`src/rtl/uart_pkg.sv`:
```
`default_nettype none
// ============================================================================
// Package  : uart_pkg
// Brief    : Shared types and frame-length helper for the UART TX path.
//            The parity field only counts when UART_FRAME_TX_PARITY_EN is defined.
// Revision : 1.0
// ============================================================================
package uart_pkg;

    typedef enum logic [1:0] {
        PAR_NONE = 2'd0,
        PAR_ODD  = 2'd1,
        PAR_EVEN = 2'd2
    } parity_e;

    typedef enum logic [2:0] {
        ST_IDLE   = 3'd0,
        ST_START  = 3'd1,
        ST_DATA   = 3'd2,
        ST_PARITY = 3'd3,
        ST_STOP   = 3'd4
    } uart_tx_state_e;

`ifdef UART_FRAME_TX_PARITY_EN
    localparam bit c_PARITY_BUILT = 1'b1;
`else
    localparam bit c_PARITY_BUILT = 1'b0;
`endif

    // Frame length in baud ticks: start + data + optional parity + stop.
    function automatic int uart_frame_len(input int data_bits, input int stop_bits,
                                          input parity_e parity);
        int p;
        p = (c_PARITY_BUILT && (parity != PAR_NONE)) ? 1 : 0;
        return 1 + data_bits + p + stop_bits;
    endfunction

endpackage
`default_nettype wire

```
`src/rtl/uart_tx_byte.sv`:
```
`default_nettype none
// ============================================================================
// Module   : uart_tx_byte
// Brief    : Single-byte UART frame engine; parity state exists only when
//            UART_FRAME_TX_PARITY_EN is defined.
// Revision : 1.0
// ============================================================================
module uart_tx_byte
    import uart_pkg::*;
#(
    parameter int      DATA_BITS = 8,
    parameter int      STOP_BITS = 1,
    parameter parity_e PARITY    = PAR_NONE
) (
    input  logic                 clk,
    input  logic                 rst_n,
    input  logic                 baud_tick,
    input  logic                 byte_valid,
    input  logic [DATA_BITS-1:0] byte_data,
    output logic                 byte_take,
    output logic                 byte_done,
    output logic                 tx
);

    localparam int                 c_BIT_W      = $clog2(DATA_BITS + 1);
    localparam logic [c_BIT_W-1:0] c_BIT_LAST   = c_BIT_W'(DATA_BITS);
    localparam logic [1:0]         c_STOP_LAST  = 2'(STOP_BITS);
    localparam bit                 c_PAR_ACTIVE = c_PARITY_BUILT && (PARITY != PAR_NONE);

    uart_tx_state_e         state_q;
    logic [DATA_BITS-1:0]   sh_q;
    logic [c_BIT_W-1:0]     bit_cnt_q;
    logic [1:0]             stop_cnt_q;
    logic                   tx_q;
`ifdef UART_FRAME_TX_PARITY_EN
    logic                   par_q;
`endif

    logic w_stop_end;
    logic w_take;

    assign w_stop_end = baud_tick && (state_q == ST_STOP) && (stop_cnt_q == c_STOP_LAST);
    // A new byte starts either from idle or on the very tick that ends the
    // previous stop period, which is what gives back-to-back bytes no gap.
    assign w_take     = byte_valid && ((baud_tick && (state_q == ST_IDLE)) || w_stop_end);

    assign byte_take = w_take;
    assign byte_done = w_stop_end;
    assign tx        = tx_q;

    always_ff @(posedge clk) begin
        if (!rst_n) begin
            state_q    <= ST_IDLE;
            sh_q       <= '0;
            bit_cnt_q  <= '0;
            stop_cnt_q <= '0;
            tx_q       <= 1'b1;
`ifdef UART_FRAME_TX_PARITY_EN
            par_q      <= 1'b0;
`endif
        end else if (w_take) begin
            state_q    <= ST_START;
            sh_q       <= byte_data;
            bit_cnt_q  <= '0;
            stop_cnt_q <= '0;
            tx_q       <= 1'b0;
`ifdef UART_FRAME_TX_PARITY_EN
            par_q      <= (PARITY == PAR_ODD) ? ~^byte_data : ^byte_data;
`endif
        end else if (baud_tick) begin
            case (state_q)
                ST_IDLE: begin
                    tx_q <= 1'b1;
                end
                ST_START: begin
                    state_q   <= ST_DATA;
                    tx_q      <= sh_q[0];
                    sh_q      <= sh_q >> 1;
                    bit_cnt_q <= c_BIT_W'(1);
                end
                ST_DATA: begin
                    if (bit_cnt_q == c_BIT_LAST) begin
                        if (c_PAR_ACTIVE) begin
`ifdef UART_FRAME_TX_PARITY_EN
                            state_q <= ST_PARITY;
                            tx_q    <= par_q;
`endif
                        end else begin
                            state_q    <= ST_STOP;
                            tx_q       <= 1'b1;
                            stop_cnt_q <= 2'd1;
                        end
                    end else begin
                        tx_q      <= sh_q[0];
                        sh_q      <= sh_q >> 1;
                        bit_cnt_q <= bit_cnt_q + 1'b1;
                    end
                end
`ifdef UART_FRAME_TX_PARITY_EN
                ST_PARITY: begin
                    state_q    <= ST_STOP;
                    tx_q       <= 1'b1;
                    stop_cnt_q <= 2'd1;
                end
`endif
                ST_STOP: begin
                    if (w_stop_end) begin
                        state_q    <= ST_IDLE;
                        tx_q       <= 1'b1;
                        stop_cnt_q <= '0;
                    end else begin
                        stop_cnt_q <= stop_cnt_q + 1'b1;
                    end
                end
                default: begin
                    state_q <= ST_IDLE;
                    tx_q    <= 1'b1;
                end
            endcase
        end
    end

endmodule
`default_nettype wire

```
`src/rtl/uart_frame_tx.sv`:
```
`default_nettype none
// ============================================================================
// Module   : uart_frame_tx
// Brief    : Multi-byte UART packet transmitter with valid/ready intake and a
//            done pulse; parity honoured only with UART_FRAME_TX_PARITY_EN.
// Revision : 1.0
// ============================================================================
module uart_frame_tx
    import uart_pkg::*;
#(
    parameter int      DATA_BITS = 8,
    parameter int      STOP_BITS = 1,
    parameter parity_e PARITY    = PAR_NONE,
    parameter int      NUM_BYTES = 3
) (
    input  logic                           clk,
    input  logic                           rst_n,
    input  logic                           baud_tick,
    input  logic [NUM_BYTES*DATA_BITS-1:0] pkt_data,
    input  logic                           pkt_valid,
    output logic                           pkt_ready,
    output logic                           tx,
    output logic                           busy,
    output logic                           done
);

    localparam int                 c_PKT_W    = NUM_BYTES * DATA_BITS;
    localparam int                 c_CNT_W    = (NUM_BYTES > 1) ? $clog2(NUM_BYTES) : 1;
    localparam logic [c_CNT_W-1:0] c_LAST_IDX = c_CNT_W'(NUM_BYTES - 1);

    logic [c_PKT_W-1:0] pkt_q;
    logic [c_CNT_W-1:0] byte_cnt_q;
    logic               busy_q;
    logic               first_q;
    logic               done_q;

    logic w_accept;
    logic w_more;
    logic w_take;
    logic w_byte_done;

    assign pkt_ready = rst_n && !busy_q;
    assign w_accept  = pkt_valid && pkt_ready;
    // first_q holds off byte 0 until a tick strictly after acceptance.
    assign w_more    = busy_q && (first_q || (byte_cnt_q != c_LAST_IDX));

    assign busy = busy_q;
    assign done = done_q;

    uart_tx_byte #(
        .DATA_BITS (DATA_BITS),
        .STOP_BITS (STOP_BITS),
        .PARITY    (PARITY)
    ) u_byte (
        .clk        (clk),
        .rst_n      (rst_n),
        .baud_tick  (baud_tick),
        .byte_valid (w_more),
        .byte_data  (pkt_q[DATA_BITS-1:0]),
        .byte_take  (w_take),
        .byte_done  (w_byte_done),
        .tx         (tx)
    );

    always_ff @(posedge clk) begin
        if (!rst_n) begin
            pkt_q      <= '0;
            byte_cnt_q <= '0;
            busy_q     <= 1'b0;
            first_q    <= 1'b0;
            done_q     <= 1'b0;
        end else begin
            done_q <= 1'b0;
            if (w_accept) begin
                pkt_q      <= pkt_data;
                byte_cnt_q <= '0;
                busy_q     <= 1'b1;
                first_q    <= 1'b1;
            end else if (w_take) begin
                pkt_q   <= pkt_q >> DATA_BITS;
                first_q <= 1'b0;
                if (!first_q) begin
                    byte_cnt_q <= byte_cnt_q + 1'b1;
                end
            end else if (w_byte_done) begin
                busy_q <= 1'b0;
                done_q <= 1'b1;
            end
        end
    end

endmodule
`default_nettype wire

```
`config.mk`:
```
export PLATFORM = sky130hd
export DESIGN_NAME = uart_frame_tx
export DESIGN_NICKNAME = d
export VERILOG_FILES = /design/src/rtl/uart_pkg.sv /design/src/rtl/uart_tx_byte.sv /design/src/rtl/uart_frame_tx.sv
export SDC_FILE = /design/constraint.sdc
export NUM_CORES = 1
export LEC_CHECK = 0
export ABC_AREA = 1
export CORE_ASPECT_RATIO = 1.1
export CORE_UTILIZATION = 52
export DETAILED_ROUTE_END_ITERATION = 10
export PLACE_DENSITY = 0.75
export SLEW_MARGIN = 10
export SYNTH_ARGS = -nofsm -noshare
export SYNTH_HDL_FRONTEND = slang
export SYNTH_SLANG_ARGS = --single-unit
```
`constraint.sdc`:
```
create_clock -name clk -period 1.7 [get_ports clk]
set_input_delay 0.34 -clock clk [delete_from_list [all_inputs] [get_ports clk]]
set_output_delay 0.34 -clock clk [all_outputs]
set_load 0.01 [all_outputs]
```
# --- After elaboration in Yosys (flattened, before gate mapping) ---
# Index checks and enable logic that the tools add are counted.
totals:
  regBits: 47
  output_inout_bits: 4
  elab_cells: 86
classes:
  n_addsub: 3
  n_eq_ne: 14
  muxes: 27
  n_bitwise: 3
  reduce_logical: 28
ops:
  columns: ["cell", "count"]
  rows:
  - ["$mux W24", 2]
  - ["$mux W8", 3]
  - ["$pmux W8 S2", 1]
  - ["$mux W1", 12]
  - ["$pmux W3 S4", 1]
  - ["$reduce_bool A2 Y1", 5]
  - ["$reduce_and A3 Y1", 3]
  - ["$pmux W4 S2", 1]
  - ["$reduce_and A4 Y1", 2]
  - ["$logic_and A1 B1 Y1", 7]
  - ["$mux W3", 2]
  - ["$ne A2 B1 Y1 const B", 3]
  - ["$ne A2 B2 Y1 const B", 3]
  - ["$ne A3 B1 Y1 const B", 2]
  - ["$reduce_and A2 Y1", 3]
  - ["$add A2 B1 Y2 const B", 2]
  - ["$add A4 B1 Y4 const B", 1]
  - ["$eq A4 B4 Y1 const B", 1]
  - ["$mux W2", 2]
  - ["$mux W4", 1]
  - ["$pmux W2 S2", 1]
  - ["$reduce_or A2 Y1", 2]
  - ["$eq A3 B1 Y1 const B", 1]
  - ["$eq A3 B2 Y1 const B", 1]
  - ["other kinds (10)", 13]

# --- Longest topological paths before layout ---
logic_depth:
  depth_word: 7
  depth_mapped: 11

# --- By module ---
# A second synthesis with hierarchy kept.
hier_totals:
  hier_cells: 332
  hier_area_um2: 2356.0
modules_own_cells:
  columns: ["module", "instances", "cells_per_inst", "area_each_um2", "seq_area_each_um2"]
  rows:
  - ["uart_frame_tx", 1, 184, 1326.3, 580.6]
  - ["uart_tx_byte", 1, 148, 1029.7, 360.3]

# --- Worst setup path before layout ---
# OpenSTA, ideal clock, no wires.
synth_timing:
  path_kind: "reg-to-reg"
  from: "reg byte_cnt_q[0]"
  to: "reg byte_cnt_q[1]"
  setup_ps: 116
  arrival_time_ps: 1396
  required_time_ps: 1584
  path_slack_ps: 188
  stages_incl_launch_ff: 10
  path_buffers: 1
  synth_period_minus_slack_ps: 1512
  path_cell_list: "dfxtp_1 > inv_1 > ha_1 > a21oi_2 > nand2_2 > buf_6 > nor2_1 > inv_1 > nor2_1 > nor2_1"
synth_via:
  elab_chain_len: 5
  word_cells_on_any_way: 6
  classes_between: "add/sub: 1; eq/ne: 1; reduce/logical: 4"
synth_lines:
  columns: ["item", "line", "source"]
  rows:
  - ["from (decl)", "uart_frame_tx.sv:32", "logic [c_CNT_W-1:0] byte_cnt_q;"]
  - ["from (signal assigned)", "uart_frame_tx.sv:83", "byte_cnt_q <= byte_cnt_q + 1'b1;"]
  - ["$ne A2 B2 Y1", "uart_frame_tx.sv:45", "assign w_more = busy_q && (first_q || (byte_cnt_q != c_LAST_IDX));"]
  - ["$logic_or A1 B1 Y1", "uart_frame_tx.sv:45", null]
  - ["$logic_and A1 B1 Y1", "uart_frame_tx.sv:45", null]
  - ["$logic_and A1 B1 Y1", "uart_tx_byte.sv:45", "assign w_take = byte_valid && ((baud_tick && (state_q == ST_IDLE)) || w_stop_end);"]
  - ["$reduce_and A2 Y1 (no source line)", null, null]
# Parallel ways exist; a longest one is shown, timed or not.
# A chain may end at the register's enable or synchronous reset.

# --- Worst setup path after layout ---
layout_timing:
  from: "in rst_n"
  to: "out pkt_ready"
layout_via:
  elab_chain_len: 1
layout_lines:
  columns: ["item", "line", "source"]
  rows:
  - ["from (decl)", "uart_frame_tx.sv:17", "input logic rst_n,"]
  - ["$logic_and A1 B1 Y1", "uart_frame_tx.sv:42", "assign pkt_ready = rst_n && !busy_q;"]
  - ["to (decl)", "uart_frame_tx.sv:21", "output logic pkt_ready,"]
# Every way passes these cells.

==> metrics.md <==
| Metric | Value |
|---|---|
| Status | `completed` |
| Int Power | `1.78 mW` |
| Type of origin of the critical path | `primary input` |
| Mapped Avg Cell Area | `6.83 µm²` |
| PD cells | `884 nW/µm²` |
| Via count | `2176` |
| WP data arrival | `1290 ps` |
| Crit Path Class | `primary input to output port` |
| Worst-path clk slew | `80 ps` |
| Unrepaired setup endpoints after global routing | `false` |
| Hold_buf cts | `0` |
| Seq pwr share | `48.6%` |
| Number of inserted diodes | `0` |
| Drt via density | `5.12` |
| Tcrit/Tclk final | `96.0%` |
| Mapped Nets | `355` |
| Max cap viols | `0` |
| Routed Wire Length | `4990 µm` |
| Num Clock Sinks | `47` |
| H-Tree Level Count | `2` |
| FF+latch count, synth | `47` |
| Slew @ Worst Pin | `320 ps` |
| Std-Cell Rows | `24` |
| Clock Root Buffer | `clkbuf_8` |
| Max stage delay cell, worst path | `clkdlybuf4s50_1` |
| Worst path cell trace | `clkdlybuf4s50_1, clkinv_1, nor2_1, clkdlybuf4s15_1` |
| Clock skew | `8.03 ps` |
| CP endpoint kind | `output port` |
| CTS Buf Count | `5` |
| Hold crit path type | `register to register` |
| Mapped Area | `2210 µm²` |
| First-pass GRT wire length | `8510 µm` |
| Leakage power | `1.26 nW` |
| YS warnings | `0` |
| Peak VDD IR | `0.533 mV` |
| Core ar. | `4020 µm²` |
| Chip Height | `70.4 µm` |
| Area growth, synth to finish | `27.5%` |
| Final HPWL DP | `3610 µm` |
| CTS tree | `done` |
| Starting Density | `55.0%` |
| Number of global-route vias before repair | `1874` |
| WP data required | `1360 ps` |
| CP Buf/Inv Count | `3` |
| IO buf count | `31` |
| Net Sw Frac | `28.6%` |
| Final Setup Violations | `0` |
| RePlAce Congestion | `0.804` |
| Hold Slack | `451 ps` |
| Worst-Skew Late Latency | `300 ps` |
| Yosys cell types | `25` |
| Crit Path Max Fanout | `2` |
| DRT antenna net count | `0` |
| First-pass iteration count of the detailed router | `5` |
| Fin nets | `403` |
| Gr ovfl total | `0` |
| All-Layer GR Usage | `24.5%` |
| Worst stage delay on the critical path | `510 ps` |
| Drt wl/cell | `11.7 µm` |
| Chip width | `64.2 µm` |
| Initial antenna violation count | `0` |
| Non-filler cells, final | `425` |
| Clk pwr share | `29.4%` |
| Post CTS Setup Buffer Count | `0` |
| Number of DRC markers after the initial detailed-route iteration | `107` |
| Final Hold Fails | `0` |
| Post-route DRC | `0` |
| Layout cell share with drive strength beyond 1 | `11.8%` |
| Die area | `4520 µm²` |
| CTS max path bufs | `2` |
| DP Cell Count | `417` |
| Worst slew margin | `78.7%` |
| Min Clock Period, post-route | `1630 ps` |
| Register area share after synthesis | `42.5%` |
| Max Clk Rate | `612 MHz` |
| Largest net degree at the start of global routing | `27` |
| Top delay family on crit path | `buffers and inverters` |
| P_sw | `713 µW` |
| Synth Instances | `324` |
| Final slew viol count | `0` |
| Logic pwr share | `21.9%` |
| Top Ports | `32` |
[cell families (layout without fill, tap and decap cells)]
group,count (synthesis),in the layout,synth area share (%)
buf+inv,59,108,11.0
simple gates,161,161,31.5
fa+ha+maj,3,3,1.70
compound gates,53,53,12.8
flops,47,47,42.5
xor+xnor,1,1,0.396
[synthesized netlist by cell type]
master / number / area [µm²]
clkbuf_1: 5 / 18.8
a21oi_1: 33 / 165
nor3_1: 1 / 5.00
dfxtp_1: 47 / 941
nor2_1: 23 / 86.3
inv_2: 4 / 15.0
clkinv_1: 1 / 3.75
buf_6: 2 / 22.5
nand3b_1: 1 / 7.51
nand2_4: 1 / 11.3
nand4_1: 2 / 12.5
buf_1: 1 / 3.75
o21bai_1: 1 / 7.51
o21ai_0: 8 / 40.0
nand2_1: 80 / 300
nand3_1: 46 / 230
nor2_2: 1 / 6.26
a21oi_2: 1 / 8.76
inv_1: 40 / 150
nand2_2: 4 / 25.0
ha_1: 3 / 37.5
buf_2: 6 / 30.0
and3_1: 2 / 12.5
a31oi_1: 10 / 62.6
xor2_1: 1 / 8.76
[layout by cell type (no fill, tap or decap), types with 2 or more instances in the layout]
cell type / count
buf_4: 23
dfxtp_1: 47
nand2_4: 3
nor2_2: 2
inv_1: 40
and3_1: 2
nand2_2: 3
a31oi_1: 10
o21ai_0: 8
nand2_1: 79
nand3_1: 46
inv_2: 4
nand4_1: 2
ha_1: 3
a21oi_1: 33
nor2_1: 22
clkdlybuf4s50_1: 30
clkbuf_8: 7
[registers in the layout, indices dropped and copies added, names as in the netlist, 2 cells and up]
name	cells
pkt_q	24
u_byte.sh_q	8
u_byte.bit_cnt_q	4
u_byte.state_q	3
byte_cnt_q	2
u_byte.stop_cnt_q	2
[area by class of cell]
| class | count | area [µm²] |
|---|---|---|
| tap | 52 | 65.1 |
| fill | 356 | 1200 |
| multi-input combinational | 218 | 1040 |
| sequential | 47 | 941 |
| inverter | 45 | 169 |
| clock buffer | 8 | 100 |
| timing repair buffer | 55 | 503 |
[worst min-delay path, cell delays in order (launching register included)]
cell,delay (ps)
dfxtp_1,310
nand2_1,60
nand2_1,40
[power by group through the flow]
stage	logic, mW	registers, mW	clock network [mW]
CTS	0.538	1.21	0.747
finish	0.546	1.21	0.734
global route	0.613	1.22	0.805
global placement	0.529	1.23	0
floorplan	0.326	1.23	0
detailed placement	0.535	1.24	0
[layer usage]
layer  vias up  global-route usage (%)  share of wire (%)
met5         -                       0                  0
met2        53                    39.6                 49
li1       1137                       -                  -
met4         0                    6.67               0.96
met3         5                    5.39                4.8
met1       981                    32.7                 45
[timing repair]
action | 4_1_cts | 5_1_grt
setup endpoints to repair | 1 | 20
resized for setup | 1 | 5
cloned | 0 | 0
[path summary, 6_finish.rpt]
path | slack (ps) | start | to | cells after the start
worst max-delay path | 70 | rst_n | pkt_ready | 4
worst min-delay path | 450 | pkt_q[17]$_SDFFE_PN0P_ | pkt_q[17]$_SDFFE_PN0P_ | 2
worst max register to register | 180 | byte_cnt_q[0]$_SDFFE_PP0P_ | u_byte.sh_q[1]$_SDFFE_PN0P_ | 7
worst min register to register | 450 | pkt_q[17]$_SDFFE_PN0P_ | pkt_q[17]$_SDFFE_PN0P_ | 2
[metrics by stage]
stage	total power [mW]	instance area, µm²	util, %	setup slack, ps	TNS (ps)
finish	2.49	2820	70.1	67.3	0
global route	2.64	2820	70.1	6.89	0
CTS	2.50	2800	69.7	29.4	0
detailed placement	1.77	2710	67.2	-287	-7090
global placement	1.76	2710	67.2	-242	-5640
floorplan	1.56	2210	-	188	0
(Power assumes the default switching activity.)
